--- config.mk ---
export PLATFORM = sky130hd
export DESIGN_NAME = idli_sqi_ctrl_m
export DESIGN_NICKNAME = d
export VERILOG_FILES = /design/src/rtl/idli_sqi_ctrl_m.sv
export SDC_FILE = /design/constraint.sdc
export NUM_CORES = 1
export LEC_CHECK = 0
export ABC_AREA = 1
export CORE_MARGIN = 3
export CORE_UTILIZATION = 46
export DETAILED_ROUTE_END_ITERATION = 8
export HOLD_SLACK_MARGIN = 0.1
export PLACE_DENSITY = 0.8
export SYNTH_ARGS = -nofsm -noshare
export SYNTH_HDL_FRONTEND = slang
export SYNTH_SLANG_ARGS = --single-unit
--- constraint.sdc ---
create_clock -name i_sqi_gck -period 2.3 [get_ports i_sqi_gck]
set_input_delay 0.575 -clock i_sqi_gck [delete_from_list [all_inputs] [get_ports i_sqi_gck]]
set_output_delay 0.575 -clock i_sqi_gck [all_outputs]
set_load 0.02 [all_outputs]
--- src/rtl/idli_sqi_ctrl_m.sv ---
// idli_sqi_ctrl_m: sequencer for the paired SQI memories (lo = data[7:0], hi = data[15:8])
// Switches both devices from SPI to SQI after reset, then arbitrates fetch (F) and
// load/store (D) requests, running each as a single-word SQI transaction.
// Ports:
//   i_sqi_gck, i_sqi_rst_n            clock, async active-low reset
//   i_sqi_f_req/f_addr, o_sqi_f_gnt/f_vld        fetch requester (read only)
//   i_sqi_d_req/d_wr/d_addr/d_wdata, o_sqi_d_gnt/d_done   load/store requester
//   o_sqi_rdata                       read data shared by both requesters
//   o_sqi_rdy                         init complete
//   o_sqi_cs, o_sqi_sck_en, o_sqi_sio_oe   shared chip select, SCK enable, SIO output enables
//   o_sqi_lo_sio/hi_sio, i_sqi_lo_sio/hi_sio   per-memory SIO buses
module idli_sqi_ctrl_m #(
    parameter logic [7:0] INIT_CMD     = 8'h38,
    parameter logic [7:0] RD_CMD       = 8'h03,
    parameter logic [7:0] WR_CMD       = 8'h02,
    parameter int         DUMMY_CYCLES = 2
) (
    input  logic        i_sqi_gck,
    input  logic        i_sqi_rst_n,
    input  logic        i_sqi_f_req,
    input  logic [15:0] i_sqi_f_addr,
    output logic        o_sqi_f_gnt,
    output logic        o_sqi_f_vld,
    input  logic        i_sqi_d_req,
    input  logic        i_sqi_d_wr,
    input  logic [15:0] i_sqi_d_addr,
    input  logic [15:0] i_sqi_d_wdata,
    output logic        o_sqi_d_gnt,
    output logic        o_sqi_d_done,
    output logic [15:0] o_sqi_rdata,
    output logic        o_sqi_rdy,
    output logic        o_sqi_cs,
    output logic        o_sqi_sck_en,
    output logic [3:0]  o_sqi_sio_oe,
    output logic [3:0]  o_sqi_lo_sio,
    output logic [3:0]  o_sqi_hi_sio,
    input  logic [3:0]  i_sqi_lo_sio,
    input  logic [3:0]  i_sqi_hi_sio
);
    typedef enum logic [3:0] {
        INIT_GAP, INIT_SHIFT, INIT_END, IDLE, CMD, ADDR, DUMMY, RDATA, WDATA, END
    } state_t;

    state_t      state, state_nxt;
    logic [2:0]  cnt, cnt_nxt;
    logic        sel_d, wr_q, ptr_d;
    logic [15:0] addr_q, wdata_q;
    logic [7:0]  cmd;
    logic [23:0] addr24;

    always_ff @(posedge i_sqi_gck or negedge i_sqi_rst_n) begin
        if (!i_sqi_rst_n) begin
            state       <= INIT_GAP;
            cnt         <= 3'd0;
            o_sqi_rdy   <= 1'b0;
            o_sqi_rdata <= 16'h0000;
            ptr_d       <= 1'b1;
            sel_d       <= 1'b0;
            wr_q        <= 1'b0;
            addr_q      <= 16'h0000;
            wdata_q     <= 16'h0000;
        end else begin
            state <= state_nxt;
            cnt   <= cnt_nxt;
            if (state == INIT_END)
                o_sqi_rdy <= 1'b1;
            if (o_sqi_f_gnt || o_sqi_d_gnt) begin
                sel_d   <= o_sqi_d_gnt;
                wr_q    <= o_sqi_d_gnt && i_sqi_d_wr;
                addr_q  <= o_sqi_d_gnt ? i_sqi_d_addr : i_sqi_f_addr;
                wdata_q <= i_sqi_d_wdata;
                // pointer only moves when both requesters competed
                if (i_sqi_f_req && i_sqi_d_req)
                    ptr_d <= o_sqi_d_gnt;
            end
            // first read cycle fills the high nibbles of each byte, second the low
            if (state == RDATA)
                o_sqi_rdata <= cnt[0] ? {o_sqi_rdata[15:12], i_sqi_hi_sio, o_sqi_rdata[7:4], i_sqi_lo_sio}
                                      : {i_sqi_hi_sio, o_sqi_rdata[11:8], i_sqi_lo_sio, o_sqi_rdata[3:0]};
        end
    end

    always_comb begin
        state_nxt    = state;
        o_sqi_cs     = 1'b1;
        o_sqi_sck_en = 1'b0;
        o_sqi_sio_oe = 4'h0;
        o_sqi_lo_sio = 4'h0;
        o_sqi_hi_sio = 4'h0;
        o_sqi_f_gnt  = 1'b0;
        o_sqi_d_gnt  = 1'b0;
        o_sqi_f_vld  = 1'b0;
        o_sqi_d_done = 1'b0;
        cmd          = wr_q ? WR_CMD : RD_CMD;
        addr24       = {8'h00, addr_q};
        case (state)
            INIT_GAP: state_nxt = INIT_SHIFT;
            INIT_SHIFT: begin
                o_sqi_cs     = 1'b0;
                o_sqi_sck_en = 1'b1;
                o_sqi_sio_oe = 4'b0001;
                o_sqi_lo_sio = {3'b000, INIT_CMD[3'd7 - cnt]};
                o_sqi_hi_sio = {3'b000, INIT_CMD[3'd7 - cnt]};
                state_nxt    = (cnt == 3'd7) ? INIT_END : INIT_SHIFT;
            end
            INIT_END: state_nxt = IDLE;
            IDLE: begin
                o_sqi_f_gnt = o_sqi_rdy && i_sqi_f_req && (!i_sqi_d_req || ptr_d);
                o_sqi_d_gnt = o_sqi_rdy && i_sqi_d_req && (!i_sqi_f_req || !ptr_d);
                state_nxt   = (o_sqi_f_gnt || o_sqi_d_gnt) ? CMD : IDLE;
            end
            CMD: begin
                o_sqi_cs     = 1'b0;
                o_sqi_sck_en = 1'b1;
                o_sqi_sio_oe = 4'hF;
                o_sqi_lo_sio = cnt[0] ? cmd[3:0] : cmd[7:4];
                o_sqi_hi_sio = cnt[0] ? cmd[3:0] : cmd[7:4];
                state_nxt    = cnt[0] ? ADDR : CMD;
            end
            ADDR: begin
                o_sqi_cs     = 1'b0;
                o_sqi_sck_en = 1'b1;
                o_sqi_sio_oe = 4'hF;
                o_sqi_lo_sio = addr24[(5'd20 - {cnt, 2'b00}) +: 4];
                o_sqi_hi_sio = addr24[(5'd20 - {cnt, 2'b00}) +: 4];
                state_nxt    = (cnt == 3'd5) ? (wr_q ? WDATA : DUMMY) : ADDR;
            end
            DUMMY: begin
                o_sqi_cs     = 1'b0;
                o_sqi_sck_en = 1'b1;
                state_nxt    = (cnt == 3'(DUMMY_CYCLES - 1)) ? RDATA : DUMMY;
            end
            RDATA: begin
                o_sqi_cs     = 1'b0;
                o_sqi_sck_en = 1'b1;
                state_nxt    = cnt[0] ? END : RDATA;
            end
            WDATA: begin
                o_sqi_cs     = 1'b0;
                o_sqi_sck_en = 1'b1;
                o_sqi_sio_oe = 4'hF;
                o_sqi_lo_sio = cnt[0] ? wdata_q[3:0] : wdata_q[7:4];
                o_sqi_hi_sio = cnt[0] ? wdata_q[11:8] : wdata_q[15:12];
                state_nxt    = cnt[0] ? END : WDATA;
            end
            END: begin
                o_sqi_f_vld  = !sel_d;
                o_sqi_d_done = sel_d;
                state_nxt    = IDLE;
            end
            default: state_nxt = INIT_GAP;
        endcase
        cnt_nxt = (state_nxt == state) ? cnt + 3'd1 : 3'd0;
    end
endmodule

==> impl_metrics.sql, run 1 <==
INSERT INTO impl_metrics (metric_group, metric, value, unit) VALUES
('sta', 'maxClockFrequency', '418', 'MHz'),
('detailed_routing', 'detailroute.via_count', '3178', ''),
('power', 'power-per-cell-area', '487', 'nW/um^2'),
('cts', 'h-tree-depth', '3', ''),
('run_status', 'violations_in_the_final_reports', 'setup timing', ''),
('logic_synthesis', 'yosysTopAreaCell', 'sky130_fd_sc_hd__dfrtp_1', ''),
('global_route', 'top_usage_layer', 'met2', ''),
('cts', 'clockRootBuffer', 'sky130_fd_sc_hd__clkbuf_8', ''),
('min_path', 'worstHoldPathType', 'in2async', ''),
('job', 'drv.max_cap_violation_count', '0', ''),
('logic_synthesis', 'synthesis.instances', '396', ''),
('setup_path', 'crit_chain', 'buf_4, nor2_4, o21ai_1, a21oi_1, o21ai_1, buf_4, nand2_1, buf_6', ''),
('global_route', 'number_of_antenna_violations_at_the_first_check_in_global_routing', '0', ''),
('power', 'total_power', '2.22', 'mW'),
('global_route', 'globalRouteMet1Util', '29.0', '%'),
('logic_synthesis', 'synth.cell_area', '3000', 'sq um'),
('sta', 'timing.final.setup_violations', '4', ''),
('power', 'vdd_drop_max', '0.539', 'mV'),
('cells_and_area', 'post_route_cells_drive_above_1_share', '20.5', '%'),
('global_route', 'grt_overflow_total', '0', ''),
('sta', 'worst_slew_pin_slew', '518', 'ps'),
('floorplanning', 'floorplan.die.width', '86.8', 'microns'),
('floorplanning', 'initial_core_utilization', '49.0', '%'),
('detailed_routing', 'via_per_inst', '5.24', ''),
('sta', 'post-route-period-util', '104', '%'),
('cts', 'clk_transition_reported_paths', '70', 'ps'),
('power', 'power.share.combinational', '9.2', '%'),
('global_route', 'met3_usage', '6.37', '%'),
('power', 'power.switching', '512', 'uW'),
('global_route', 'grtUsageTotal', '24.2', '%'),
('detailed_routing', 'drt-total-wl', '8.88', 'mm'),
('sta', 'fin_ws', '-90.3', 'ps'),
('global_route', 'first_pass_grt_wire_length', '14.1', 'mm'),
('sta', 'max-slew-margin-rel', '65.5', '%'),
('floorplanning', 'fp-row-count', '28', ''),
('detailed_routing', 'drt.antenna.violating_nets', '0', ''),
('floorplanning', 'design.portCount', '96', ''),
('setup_path', 'regToRegSetupSlack', '140', 'ps'),
('setup_path', 'worst-r2r-cell-count', '12', ''),
('logic_synthesis', 'ys_ff_latch', '59', ''),
('sta', 'slew_viol_final', '0', ''),
('setup_path', 'cpMaxStageDelayCell', 'sky130_fd_sc_hd__dfrtp_1', ''),
('power', 'intPower', '1.71', 'mW'),
('power', 'sequentialPowerShare', '48.3', '%'),
('cells_and_area', 'insertedDiodeCount', '0', ''),
('floorplanning', 'die_h', '86.8', 'microns'),
('detailed_routing', 'detail_route.drc_violations', '0', ''),
('cells_and_area', 'design.final.nets', '591', ''),
('logic_synthesis', 'synthDominantCellAreaShare', '48.3', '%'),
('cells_and_area', 'area_growth_syn_to_layout', '52.0', '%'),
('logic_synthesis', 'synth_sequential_area_ratio', '49.2', '%'),
('cts', 'insertion_delay', '350', 'ps'),
('sta', 'finClkSkew', '9.70', 'ps'),
('sta', 'rsz0062_at_grt', 'true', ''),
('logic_synthesis', 'yosys_warnings', '0', ''),
('sta', 'timing.final.hold_violations', '0', ''),
('floorplanning', 'design.die.area', '7530', 'sq um'),
('detailed_routing', 'total_iterations_of_the_first_detailed_routing_run', '5', ''),
('setup_path', 'crit_family', 'buffers and inverters', ''),
('run_status', 'outcome', 'complete, but fails checks', ''),
('setup_path', 'crit_path_start_kind', 'register', ''),
('logic_synthesis', 'netlist_top_cells_area', 'sky130_fd_sc_hd__dfrtp_1 48%, sky130_fd_sc_hd__nand2_1 21%, sky130_fd_sc_hd__nand3_1 5.8%, sky130_fd_sc_hd__o21ai_0 5.3%, sky130_fd_sc_hd__inv_1 3.9%', ''),
('logic_synthesis', 'synth.distinct_cells', '28', ''),
('global_route', 'groute.layer.met2.usage', '41.8', '%'),
('cells_and_area', 'core_utilization_of_the_finished_layout', '74.4', '%'),
('detailed_routing', 'wl_per_cell', '14.7', 'microns'),
('cts', 'max_buffers_root_to_sink', '2', ''),
('cts', 'clock_sinks', '59', ''),
('setup_path', 'crit_buf_inv', '3', ''),
('logic_synthesis', 'synth.net_count', '461', ''),
('global_route', 'largest_net_degree_at_the_start_of_global_routing', '39', '');
[worst paths after layout]
path | from | end
setup / recovery | cnt[1] | o_sqi_lo_sio[3]
hold / removal | i_sqi_rst_n | o_sqi_rdata[3]
setup reg to reg | cnt[0] | cnt[1]
hold reg to reg | wdata_q[13] | wdata_q[13]
max in group asynchronous | i_sqi_rst_n | wr_q
min in group i_sqi_gck | wdata_q[13] | wdata_q[13]
[placed cells by master (no fill, tap or decap), types with 3 or more instances in the layout]
master                            netlist  routed
sky130_fd_sc_hd__ha_1                   4       3
sky130_fd_sc_hd__clkbuf_2               0       5
sky130_fd_sc_hd__nor2_2                 2       3
sky130_fd_sc_hd__nand3_2                3       4
sky130_fd_sc_hd__a21oi_1                5       3
sky130_fd_sc_hd__buf_12                 0       4
sky130_fd_sc_hd__inv_2                  5       9
sky130_fd_sc_hd__buf_6                  0       9
sky130_fd_sc_hd__o211ai_1               5       5
sky130_fd_sc_hd__clkbuf_8               0      10
sky130_fd_sc_hd__o21ai_1                1       6
sky130_fd_sc_hd__nand3_1               35      34
sky130_fd_sc_hd__nor2_4                 3       5
sky130_fd_sc_hd__nand2_2                2       6
sky130_fd_sc_hd__clkinv_2               0       3
sky130_fd_sc_hd__buf_4                  3      32
sky130_fd_sc_hd__o21ai_0               32      23
sky130_fd_sc_hd__buf_2                  6       3
sky130_fd_sc_hd__inv_1                 31      28
sky130_fd_sc_hd__dfrtp_1               58      57
sky130_fd_sc_hd__clkdlybuf4s50_1        0      76
sky130_fd_sc_hd__nand2_1              164     160
sky130_fd_sc_hd__o21ai_2                0       4
sky130_fd_sc_hd__nor3_1                 4       3
sky130_fd_sc_hd__nor2_1                18      15
[final cells by class]
type	instances	area [sq um]
sequential	59	1480
fill	419	1570
multi-input combinational	286	1400
clock buffer	11	141
timing repair buffer	133	1260
tap	75	93.8
inverter	37	139
clock inverter	5	52.6
[cell usage after synthesis, drive strengths merged]
library cell and count:
o21a 1, nand3 38, nor4 1, o2111ai 1
clkinv 1, a21oi 5, dfrtp 58, o211ai 5
inv 36, o22ai 2, a21boi 1, ha 4
nor2 23, nand2 166, clkbuf 3, nor3 4
nand4 2, buf 11, o21ai 33, dfstp 1
[sequential cells by signal, indices dropped and copies added, names as in the netlist]
| register | count |
|---|---|
| cnt | 3 |
| o_sqi_rdy | 1 |
| addr_q | 16 |
| wdata_q | 16 |
| sel_d | 1 |
| wr_q | 1 |
| state | 4 |
| o_sqi_rdata | 16 |
| ptr_d | 1 |
[through the flow]
stage / hold WS, ps / TNS, ps / worst slack, ps / instance area (sq um) / cells
final: 196 / -157 / -90.3 / 4560 / 606
after global routing: 230 / -766 / -147 / 4560 / 606
after CTS: 209 / 0 / 4.61 / 4470 / 604
after detailed placement: 459 / -1520 / -351 / 4250 / 582
after global placement: 455 / -1270 / -364 / 4250 / 582
after floorplan: 279 / 0 / 29.1 / 3000 / 396
[power by group through the flow]
stage / combinational (mW) / clock [mW] / sequential (mW)
after detailed placement: 0.205 / 0 / 1.09
after CTS: 0.207 / 0.950 / 1.07
after global routing: 0.221 / 1.00 / 1.08
after global placement: 0.202 / 0 / 1.09
final: 0.204 / 0.945 / 1.07
after floorplan: 0.0214 / 0 / 1.11
[repair_timing]
item                                    CTS  global route
pin swaps                                 5            11
endpoints found under the setup margin   18            17
buffers inserted                          7             2
resized for setup                        66            46
[cell families after synthesis]
kind of cell,synth area share [%]
simple gates,33.3
fa+ha+maj,1.67
compound gates,8.79
flops,49.2
buf+inv,7.00
[worst register-to-register path, cell delays in order (launching register included)]
cell and delay, ps:
sky130_fd_sc_hd__dfrtp_2 440, sky130_fd_sc_hd__buf_12 140, sky130_fd_sc_hd__buf_4 130, sky130_fd_sc_hd__buf_4 150
sky130_fd_sc_hd__ha_1 200, sky130_fd_sc_hd__ha_1 190, sky130_fd_sc_hd__nand3_1 80, sky130_fd_sc_hd__nand2_1 60
sky130_fd_sc_hd__nor2_1 170, sky130_fd_sc_hd__nand2_1 100, sky130_fd_sc_hd__nand2_1 90, sky130_fd_sc_hd__nand3_2 100
sky130_fd_sc_hd__nor3_1 220
[per-layer routing]
metal  share of wire, %  vias to the layer above
li1                   -                     1526
met1                 40                     1495
met2                 51                      135
met3                6.5                       22
met4                2.4                        0
met5                  0                        -
Note: power is estimated with default switching activity, not from simulation.
==> run 2: changes to the inputs <==
--- a/config.mk
+++ b/config.mk
@@ -9,6 +9,7 @@
 export CORE_MARGIN = 3
 export CORE_UTILIZATION = 46
 export DETAILED_ROUTE_END_ITERATION = 8
+export GPL_TIMING_DRIVEN = 0
 export HOLD_SLACK_MARGIN = 0.1
 export PLACE_DENSITY = 0.8
 export SYNTH_ARGS = -nofsm -noshare
==> run 2 against run 1 <==
Effect of this change:
- the flow still finishes with violations (setup timing)
- worst hold slack got worse by 43 ps
- sequential power about the same
- power increased by 5.6%
- worst setup slack got worse by 210 ps
- via count increased by 4.2%
- critical path depth decreased by 1
- critical path type unchanged
- final cell count unchanged
- die area unchanged
- cell area increased by 1.2%
- maximum frequency decreased by 7.9%
- routed wire length increased by 18%
==> impl_metrics.sql, run 2 (synthesis results as in run 1) <==
INSERT INTO impl_metrics (metric_group, metric, value, unit) VALUES
('setup_path', 'worst-setup-path-type', 'reg2out', ''),
('cells_and_area', 'design.final.nets', '591', ''),
('sta', 'fin_setup_tns', '-1060', 'ps'),
('place', 'place_area', '4060', 'sq um'),
('setup_path', 'critical_path_arrival', '2020', 'ps'),
('setup_path', 'crit_path_start_kind', 'register', ''),
('global_route', 'grt_overflow_total', '0', ''),
('detailed_routing', 'drt_iter0_drc', '326', ''),
('detailed_routing', 'drt-total-wl', '10.5', 'mm'),
('cells_and_area', 'mostFrequentLayoutCell', 'sky130_fd_sc_hd__nand2_1', ''),
('power', 'sequentialPowerShare', '45.7', '%'),
('job', 'drv.max_cap_violation_count', '0', ''),
('floorplanning', 'fp-row-count', '28', ''),
('power', 'intPower', '1.83', 'mW'),
('place', 'place.port_buffers', '95', ''),
('detailed_routing', 'detail_route.drc_violations', '0', ''),
('setup_path', 'cp_common_cell', 'sky130_fd_sc_hd__buf_6', ''),
('sta', 'slew_viol_final', '0', ''),
('setup_path', 'critical_path.max_stage_delay', '430', 'ps'),
('sta', 'maxClockFrequency', '385', 'MHz'),
('detailed_routing', 'wl_per_cell', '17.2', 'microns'),
('setup_path', 'cp_max_fo', '5', ''),
('power', 'clock_power_share', '45.6', '%'),
('sta', 'worst_slew_pin_slew', '439', 'ps'),
('min_path', 'worstHoldPathType', 'in2async', ''),
('global_route', 'largest_net_degree_at_the_start_of_global_routing', '42', ''),
('setup_path', 'crit_chain', 'buf_6, buf_6, o211ai_1, nand2_1, a21boi_4, nand2_2, buf_6', ''),
('setup_path', 'cp.required', '1730', 'ps'),
('floorplanning', 'initial_core_utilization', '49.0', '%'),
('sta', 'rsz0062_at_grt', 'true', ''),
('floorplanning', 'floorplan.die.width', '86.8', 'microns'),
('cts', 'max_buffers_root_to_sink', '2', ''),
('run_status', 'outcome', 'complete, but fails checks', ''),
('cells_and_area', 'layout.cell_area.non_filler', '4620', 'sq um'),
('cts', 'ctsHoldBuffers', '0', ''),
('setup_path', 'crit_family', 'compound AO/OA/AOI/OAI gates', ''),
('sta', 'min_cycle_time_layout', '2600', 'ps'),
('floorplanning', 'core_area', '6130', 'sq um'),
('cts', 'clock_sinks', '59', ''),
('cells_and_area', 'area_growth_syn_to_layout', '53.9', '%'),
('power', 'vdd_drop_max', '0.511', 'mV'),
('setup_path', 'cpMaxStageDelayCell', 'sky130_fd_sc_hd__dfrtp_1', ''),
('global_route', 'first_pass_grt_wire_length', '15.7', 'mm'),
('cells_and_area', 'post_route_cells_drive_above_1_share', '20.7', '%'),
('global_route', 'grtUsageTotal', '27.0', '%'),
('sta', 'max-slew-margin-rel', '70.7', '%'),
('cts', 'clk_transition_reported_paths', '70', 'ps'),
('detailed_routing', 'via_per_inst', '5.46', ''),
('power', 'switching_fraction_of_total_power', '22.3', '%'),
('cts', 'tritoncts', 'done', ''),
('sta', 'fin_ws', '-297', 'ps'),
('detailed_routing', 'total_iterations_of_the_first_detailed_routing_run', '6', ''),
('floorplanning', 'die_h', '86.8', 'microns'),
('power', 'power.share.combinational', '8.6', '%'),
('floorplanning', 'design.portCount', '96', ''),
('sta', 'finClkSkew', '5.19', 'ps'),
('detailed_routing', 'drt.antenna.violating_nets', '0', ''),
('setup_path', 'crit_buf_inv', '3', ''),
('floorplanning', 'design.die.area', '7530', 'sq um'),
('cells_and_area', 'layout_common_cells', '160 x sky130_fd_sc_hd__nand2_1, 74 x sky130_fd_sc_hd__clkdlybuf4s50_1, 55 x sky130_fd_sc_hd__dfrtp_1, 34 x sky130_fd_sc_hd__nand3_1, 29 x sky130_fd_sc_hd__inv_1', ''),
('sta', 'post-route-period-util', '113', '%'),
('place', 'place_congestion', '0.899', ''),
('global_route', 'number_of_antenna_violations_at_the_first_check_in_global_routing', '0', ''),
('cells_and_area', 'insertedDiodeCount', '0', ''),
('sta', 'timing.final.hold_violations', '0', ''),
('place', 'place_hpwl', '6.09', 'mm'),
('run_status', 'violations_in_the_final_reports', 'setup timing', ''),
('power', 'power-per-cell-area', '508', 'nW/um^2'),
('sta', 'timing.final.setup_violations', '8', ''),
('cts', 'insertion_delay', '360', 'ps'),
('place', 'place_ws', '-789', 'ps'),
('setup_path', 'endpoint_kind', 'primary output', ''),
('cts', 'cts_made_buffers', '9', ''),
('detailed_routing', 'detailroute.via_count', '3311', ''),
('power', 'power.switching', '524', 'uW'),
('power', 'power.static_leakage', '2.38', 'nW'),
('cts', 'clockRootBuffer', 'sky130_fd_sc_hd__clkbuf_8', ''),
('global_route', 'first_global_vias', '3244', ''),
('cts', 'h-tree-depth', '3', ''),
('cells_and_area', 'largest_registers', 'addr_q (16), o_sqi_rdata (16), wdata_q (16)', '');
==> run 2: layout make-up <==
class | instances | area (sq um)
Buffer | 13 | 98.8
Clock buffer | 12 | 145
Clock inverter | 4 | 73.8
Fill cell | 447 | 1510
Inverter | 37 | 156
Multi-Input combinational cell | 286 | 1440
Sequential cell | 59 | 1480
Tap cell | 75 | 93.8
Timing Repair Buffer | 120 | 1130
==> run 2: worst reg2reg max path, delay by kind of cell, from the launching register on <==
kind | cells | cell delay, ps
AND/OR/NAND/NOR | 7 | 850
flip-flops | 1 | 430
buffers and inverters | 3 | 420
adder cells (fa/ha/maj) | 2 | 440
==> run 2: stage by stage <==
step | util (%) | power [mW] | std cells | hold slack [ps]
2_1_floorplan | - | 1.13 | 396 | 279
3_3_place_gp | 66.0 | 1.29 | 566 | 456
3_5_place_dp | 66.3 | 1.29 | 567 | 459
4_1_cts | 73.3 | 2.34 | 601 | 163
5_1_grt | 75.4 | 2.41 | 606 | 178
6_report | 75.4 | 2.35 | 606 | 153
==> run 2: per-layer routing <==
metal	vias to the layer above	track usage, %	routed length, microns
met5	-	0	0
met4	0	8.78	489
met3	41	8.65	905
met2	201	44.7	5210
met1	1550	33.3	3840
li1	1519	-	-
==> run 2: final timing paths <==
kind                        startpoint  cells after the start  slack (ps)              end
max in group asynchronous  i_sqi_rst_n                      2        1520            ptr_d
max reg2reg                     cnt[0]                     12          50           cnt[2]
min in group i_sqi_gck     wdata_q[13]                      2         480      wdata_q[13]
max                             cnt[0]                      7        -300  o_sqi_lo_sio[1]
min reg2reg                wdata_q[13]                      2         480      wdata_q[13]
min                        i_sqi_rst_n                      1         150   o_sqi_rdata[1]
==> run 2: what timing repair did <==
action	in CTS	in global routing
cloned	1	0
setup buffers	17	7
gates resized for setup	101	39
setup endpoints to repair	18	17
pin swaps	13	13
==> run 2: power by group through the flow <==
stage / registers, mW / logic [mW] / clock network (mW)
CTS: 1.07 / 0.203 / 1.07
global route: 1.08 / 0.217 / 1.12
finish: 1.07 / 0.203 / 1.07
floorplan: 1.11 / 0.0214 / 0
detailed placement: 1.09 / 0.202 / 0
global placement: 1.09 / 0.196 / 0
